File: src/rtl/npu_result_reader.sv
// NPU result read path: packs result bytes into 32-bit words, buffers them in a
// word FIFO and returns data/status over an Avalon-MM slave with read latency 1.
//
// state | meaning
// FILL  | collecting bytes; a completed word is pushed as soon as a slot exists
// HOLD  | completed word waiting on a full FIFO; byte input stalled
module npu_result_reader #(
   parameter int DEPTH = 8,
   parameter int CNT_W = 4
) (
   input  logic        clk,
   input  logic        reset,
   input  logic [7:0]  res_data,
   input  logic        res_valid,
   output logic        res_ready,
   input  logic        res_last,
   input  logic        chipselect,
   input  logic        read,
   input  logic        address,
   output logic [31:0] readdata,
   output logic        irq
);
   localparam int AW = $clog2(DEPTH);

   typedef enum logic {FILL, HOLD} pack_state_t;

   pack_state_t state, state_n;

   logic [31:0]      mem [DEPTH];
   logic [AW-1:0]    rd_ptr, wr_ptr;
   logic [CNT_W-1:0] count, count_n;
   logic [31:0]      pack, pack_ins, word_reg;
   logic [1:0]       idx;
   logic             pend, pend_last;
   logic             done, done_n, underflow, underflow_n;
   logic             empty, full;
   logic             accept, complete, push, pop;
   logic             data_rd, stat_rd;
   logic [31:0]      status;

   assign empty     = (count == '0);
   assign full      = (count == CNT_W'(DEPTH));
   assign res_ready = reset && !(pend && full);
   assign accept    = res_valid && res_ready;
   assign complete  = accept && ((idx == 2'd3) || res_last);
   assign data_rd   = chipselect && read && !address;
   assign stat_rd   = chipselect && read && address;
   assign pop       = data_rd && !empty;

   always_comb begin
      pack_ins = pack;
      pack_ins[{idx, 3'b000} +: 8] = res_data;
   end

   // A pop in the same cycle frees the slot that a held word needs.
   always_comb begin
      state_n = state;
      push    = 1'b0;
      case (state)
         FILL: begin
            if (pend) begin
               if (!full || pop) push = 1'b1;
               else              state_n = HOLD;
            end
         end
         HOLD: begin
            if (pop) begin
               push    = 1'b1;
               state_n = FILL;
            end
         end
         default: state_n = FILL;
      endcase
   end

   always_comb begin
      count_n = count;
      case ({push, pop})
         2'b10:   count_n = count + CNT_W'(1);
         2'b01:   count_n = count - CNT_W'(1);
         default: count_n = count;
      endcase
   end

   // A batch-end push outranks a concurrent STATUS clear so the event is not lost.
   always_comb begin
      done_n = done;
      if (push && pend_last) done_n = 1'b1;
      else if (stat_rd)      done_n = 1'b0;
      underflow_n = underflow;
      if (data_rd && empty)  underflow_n = 1'b1;
      else if (stat_rd)      underflow_n = 1'b0;
   end

   always_comb begin
      status            = '0;
      status[CNT_W-1:0] = count;
      status[17:16]     = idx;
      status[24]        = empty;
      status[25]        = full;
      status[26]        = done;
      status[27]        = underflow;
   end

   always_ff @(posedge clk) begin
      if (!reset) state <= FILL;
      else        state <= state_n;
   end

   always_ff @(posedge clk) begin
      if (push) mem[wr_ptr] <= word_reg;
   end

   always_ff @(posedge clk) begin
      if (!reset) begin
         rd_ptr    <= '0;
         wr_ptr    <= '0;
         count     <= '0;
         pack      <= '0;
         word_reg  <= '0;
         idx       <= '0;
         pend      <= 1'b0;
         pend_last <= 1'b0;
         done      <= 1'b0;
         underflow <= 1'b0;
         readdata  <= '0;
         irq       <= 1'b0;
      end else begin
         if (accept) begin
            if (complete) begin
               word_reg <= pack_ins;
               pack     <= '0;
               idx      <= '0;
            end else begin
               pack <= pack_ins;
               idx  <= idx + 2'd1;
            end
         end
         if (complete) begin
            pend      <= 1'b1;
            pend_last <= res_last;
         end else if (push) begin
            pend      <= 1'b0;
            pend_last <= 1'b0;
         end
         if (push) wr_ptr <= wr_ptr + AW'(1);
         if (pop)  rd_ptr <= rd_ptr + AW'(1);
         count     <= count_n;
         done      <= done_n;
         underflow <= underflow_n;
         irq       <= done_n && (count_n != '0);
         if (pop)          readdata <= mem[rd_ptr];
         else if (data_rd) readdata <= 32'h0000_0000;
         else if (stat_rd) readdata <= status;
      end
   end
endmodule

File: config.mk
export PLATFORM = sky130hd
export DESIGN_NAME = npu_result_reader
export DESIGN_NICKNAME = d
export VERILOG_FILES = /design/src/rtl/npu_result_reader.sv
export SDC_FILE = /design/constraint.sdc
export NUM_CORES = 1
export LEC_CHECK = 0
export CAP_MARGIN = 20
export CELL_PAD_IN_SITES_DETAIL_PLACEMENT = 0
export CELL_PAD_IN_SITES_GLOBAL_PLACEMENT = 2
export CORE_MARGIN = 10
export CORE_UTILIZATION = 46
export DETAILED_ROUTE_END_ITERATION = 16
export GPL_TIMING_DRIVEN = 0
export PLACE_DENSITY = 0.84
export SYNTH_ARGS = -nofsm -noshare
export SYNTH_HDL_FRONTEND = slang
export SYNTH_SLANG_ARGS = --single-unit
File: constraint.sdc
create_clock -name clk -period 6.9 [get_ports clk]
set_input_delay 1.035 -clock clk [delete_from_list [all_inputs] [get_ports clk]]
set_output_delay 1.035 -clock clk [all_outputs]
set_load 0.01 [all_outputs]
; Word level (Yosys, flattened, before mapping)
; Memory sizes are Yosys's and may differ from the RTL's. A register that Yosys moved wholly into a read port is not among the register bits.
; Cells that the tools add are included.
[totals]
ram_bits = 256
out_inout_bits = 34
elab_cells = 76
register_bits = 114
memories = 1
[classes]
n_mux = 26
n_eq_ne = 4
shifts = 2
add_sub_neg = 6
bitwise_logic = 1
n_reduce_logical = 23
[memory_table]
columns = name, words, word_bits, rd, rd_ports_with_merged_regs, wr, line
row1 = mem, 8, 32, 1, 1, 1, 29  ; logic [31:0] mem [DEPTH];
[ops]
columns = operator, count
row1 = $mux W32, 4
row2 = $bwmux W32, 1
row3 = $shift A8 B7 Y32 const A, 1
row4 = $shiftx A8 B7 Y32, 1
row5 = $mux W1, 15
row6 = $logic_and A1 B1 Y1, 11
row7 = $pmux W4 S2, 1
row8 = $neg A5 Y7, 1
row9 = $add A3 B1 Y3 const B, 2
row10 = $mux W3, 2
row11 = $add A4 B1 Y4 const B, 1
row12 = $eq A2 B2 Y1 const B, 2
row13 = $eq A4 B4 Y1 const B, 1
row14 = $logic_not A1 Y1, 4
row15 = $logic_not A4 Y1, 1
row16 = $pmux W1 S2, 2
row17 = $reduce_bool A2 Y1, 2
row18 = $reduce_bool A4 Y1, 1
row19 = $sub A4 B1 Y4 const B, 1
row20 = $reduce_bool A3 Y1, 1
row21 = $add A2 B1 Y2 const B, 1
row22 = $eq A2 B1 Y1 const B, 1
row23 = $logic_or A1 B1 Y1, 2
row24 = $mux W2, 1
row25 = other kinds (2), 2

; Longest topological paths before layout
[depth]
ltp_word = 11
mapped_depth = 13

; Least setup slack after synthesis
; Ideal clock, no wire load.
[synth_path]
path_type = input port to flip-flop
startpoint = in address
endpoint = mem mem[4][0], enable pin
slack_ns = 1.343
path_buffers = 1
cell_stages = 5
t_arrival_ns = 5.044
cell_sequence = clkbuf_1 > o22a_1 > nor2_1 > inv_1 > nor4b_1
[synth_via]
elab_chain_cells = 9
word_cells_on_any_way = 10
[synth_rtl]
columns = item, line
row1 = start: declaration, 19  ; input logic address,
row2 = $logic_not A1 Y1 *, 46  ; assign data_rd = chipselect && read && !address;
row3 = $logic_and A1 B1 Y1 *, 46
row4 = $logic_and A1 B1 Y1 *, 48  ; assign pop = data_rd && !empty;
row5 = $logic_or A1 B1 Y1, 62  ; if (!full || pop) push = 1'b1;
row6 = $mux W1, 62
row7 = $mux W1, 61  ; if (pend) begin
row8 = $pmux W1 S2 *, 59  ; case (state)
row9 = $mux W1 *, 111  ; if (push) mem[wr_ptr] <= word_reg;
row10 = $mux W1 (not written as such) *, 111
row11 = end: declaration, 29
; Mark *: on every way between the ends. The rest lies on a longest branch, timed or not.

; Worst setup path in the final report
[layout_path]
startpoint = in chipselect
endpoint = mem mem[4][16], enable pin
[layout_via]
elab_chain_cells = 9
word_cells_on_any_way = 10
[layout_rtl]
columns = item, line
row1 = start: declaration, 17  ; input logic chipselect,
row2 = $logic_and A1 B1 Y1 * (2 in series), 46
row3 = $logic_and A1 B1 Y1 *, 48
row4 = $logic_or A1 B1 Y1, 62
row5 = $mux W1, 62
row6 = $mux W1, 61
row7 = $pmux W1 S2 *, 59
row8 = $mux W1 *, 111
row9 = $mux W1 (not written as such) *, 111
; Marks and branches as above.

==> flow_summary.ini <==
[setup_path]
end_kind = flop
reg2reg_from = count[2]
r2r_end = irq
ff2ff_setup_slack_ns = 3.51
rr_worst_depth = 13
crit_path_start_kind = primary input
worstPathRequired_ns = 7.12
path_class = primary input to flop
worstPathMaxFanout = 10
arrival_ns = 3.98

[worst_hold_path]
whs_endpoint = pack[13]
hp-class = flop to flop
hold_depth = 1
worstHoldStart = pack[13]

[logic_synthesis]
synthFlopType = edfxtp_1
yosysSeqAreaShare_pct = 70.0
async_flop_share_pct = 0
syn-mean-instance-area_sq_um = 16.3
synthDistinctLibCells = 53
synth.net_count = 904
syn_area_sq_mm = 0.0143
ys_warn_count = 0
syn_inst = 879
synth_edf_count = 256
ys_ff_latch = 373

[clocking]
post-cts-setup-buffers = 0
numCtsBuffers = 39
cts_resized = 0
cts_tree = yes
postCtsHoldBufs = 0
clkTransAtPathRegs_ns = 0.06
insertion_delay_ns = 0.52
cts_max_path_buffers = 3
clockRootBuffer = clkbuf_16
htree_levels = 2
cts.sinks = 373

[layout]
layout-drive-gt1-share_pct = 19.5
layout_commonest_cell = edfxtp_1
fillers = 2408
utilization_pct = 54.9
stdcell_area_sq_mm = 0.0168
area_growth_pct = 17.5
largest_reg_flops = 256
regMostFlops = mem
nNetsFinal = 1022
final_cell_mix = 256 x edfxtp_1, 117 x dfxtp_1, 76 x nor2_1
fin_cells = 1424
insertedDiodeCount = 0

[place]
hpwlAfterDp_microns = 22400
io_buffer_count = 47
dp_slack_ns = 2.66
dpl.cell_count = 1352
gp_congestion = 0.761
post_dp_cell_area_sq_mm = 0.0157

[floorplanning]
coreArea_sq_mm = 0.0307
die_w_microns = 196
fp.dieH_microns = 196
start_util_pct = 46.7
dieArea_sq_mm = 0.0386
fp-row-count = 64
io_pins = 49

[run]
cap_violations = 0

[global_route]
track_usage_pct = 16.5
grt.overflow.total = 0
grt_max_degree = 22
grt_pass1_wl_microns = 49400
antenna_found_initial = 0
first_global_vias = 8021

[pwr]
peakVddDrop_mv = 0.174
p_per_area_mw_per_mm2 = 271
leakage_nw = 5.52
finalPower_mw = 4.56

[sta]
setup_viol = 0
setup_slack_ns = 3.14
slew_headroom_pct = 27.9
finalCritPeriodShare_pct = 54.5
rsz0062_at_grt = false
setup_tns_ns = 0
skew_ns = 0.0136
finalHoldViolCount = 0
layout_min_cycle_time_ns = 3.76
hold_ws_ns = 0.453
slew_violations = 0
clock.fmax_mhz = 266
worst_slew_pin_slew_ns = 1.07

[detailed_routing]
ant_nets = 0
vias = 7979
drtIter0Drc = 603
dr.pass1.iters = 5
routedWlPerCell_microns = 22.5
post-route-drc-count = 0
drt-vias-per-instance = 5.60
wirelength_microns = 32100

[run_status]
status = finished clean
[worst max-delay path by stage]
| stage | startpoint | endpoint | slack, ns | cells past startpoint |
|---|---|---|---|---|
| 5_1_grt | chipselect | mem[4][14] | 2.98 | 8 |
| 4_1_cts | chipselect | mem[4][6] | 3.19 | 8 |
| 2_1_floorplan | address | mem[4][0] | 1.34 | 5 |
| 6_report | chipselect | mem[4][16] | 3.14 | 8 |
| 3_3_place_gp | chipselect | mem[4][11] | -2.80 | 6 |
| 3_5_place_dp | chipselect | mem[4][11] | 2.66 | 8 |
[cell usage after synthesis, types with 12 or more instances]
cell type | count | area [sq um]
nor2_1 | 77 | 289
a2bb2oi_1 | 22 | 193
mux4_2 | 64 | 1440
nor2b_1 | 34 | 213
a211oi_1 | 33 | 248
mux2i_1 | 26 | 260
a21oi_1 | 43 | 215
o21ai_0 | 16 | 80.1
nand2_1 | 12 | 45.0
clkbuf_1 | 23 | 86.3
edfxtp_1 | 256 | 7690
o2bb2ai_1 | 32 | 280
dfxtp_1 | 117 | 2340
buf_2 | 20 | 100
[layer usage]
metal | GRT usage [%] | up-vias | wire [microns]
li1 | - | 3701 | -
met1 | 23.2 | 4040 | 14300
met2 | 25.8 | 202 | 15300
met3 | 3.00 | 36 | 1880
met4 | 4.64 | 0 | 569
met5 | 0 | - | 0
[cells by family after synthesis]
logic type	after synthesis	synth area share, %
compound gates	167	8.32
xor+xnor	5	0.306
fa+ha+maj	10	0.873
buf+inv	67	2.23
flops	373	70.0
mux	100	12.7
simple gates	157	5.61
[worst max-delay path: stages]
cell             delay [ns]
clkdlybuf4s50_1        0.49
nand2_1                0.25
o22a_1                 0.35
nor2_1                 0.30
inv_1                  0.22
nor4b_2                0.78
buf_4                  0.33
buf_4                  0.20
[report_power, final]
group          internal [mW]  switching, mW  total (mW)  leakage (nW)
logic                 0.0693          0.102       0.171          1.65
registers               2.41         0.0336        2.45          3.29
clock network           1.11          0.832        1.94         0.575
total                   3.59          0.967        4.56          5.52
[layout make-up]
cell class / instances / area, sq um / area share [%]
inverters: 9 / 33.8 / 0.201
flip-flops and latches: 373 / 10000 / 59.6
clock inverters: 16 / 97.6 / 0.580
well taps: 396 / 495 / 2.94
repair buffers: 77 / 779 / 4.63
plain buffers: 58 / 285 / 1.69
clock buffers: 56 / 1090 / 6.48
multi-input cells: 439 / 4030 / 23.9
Note: power is estimated with default switching activity, not from simulation.
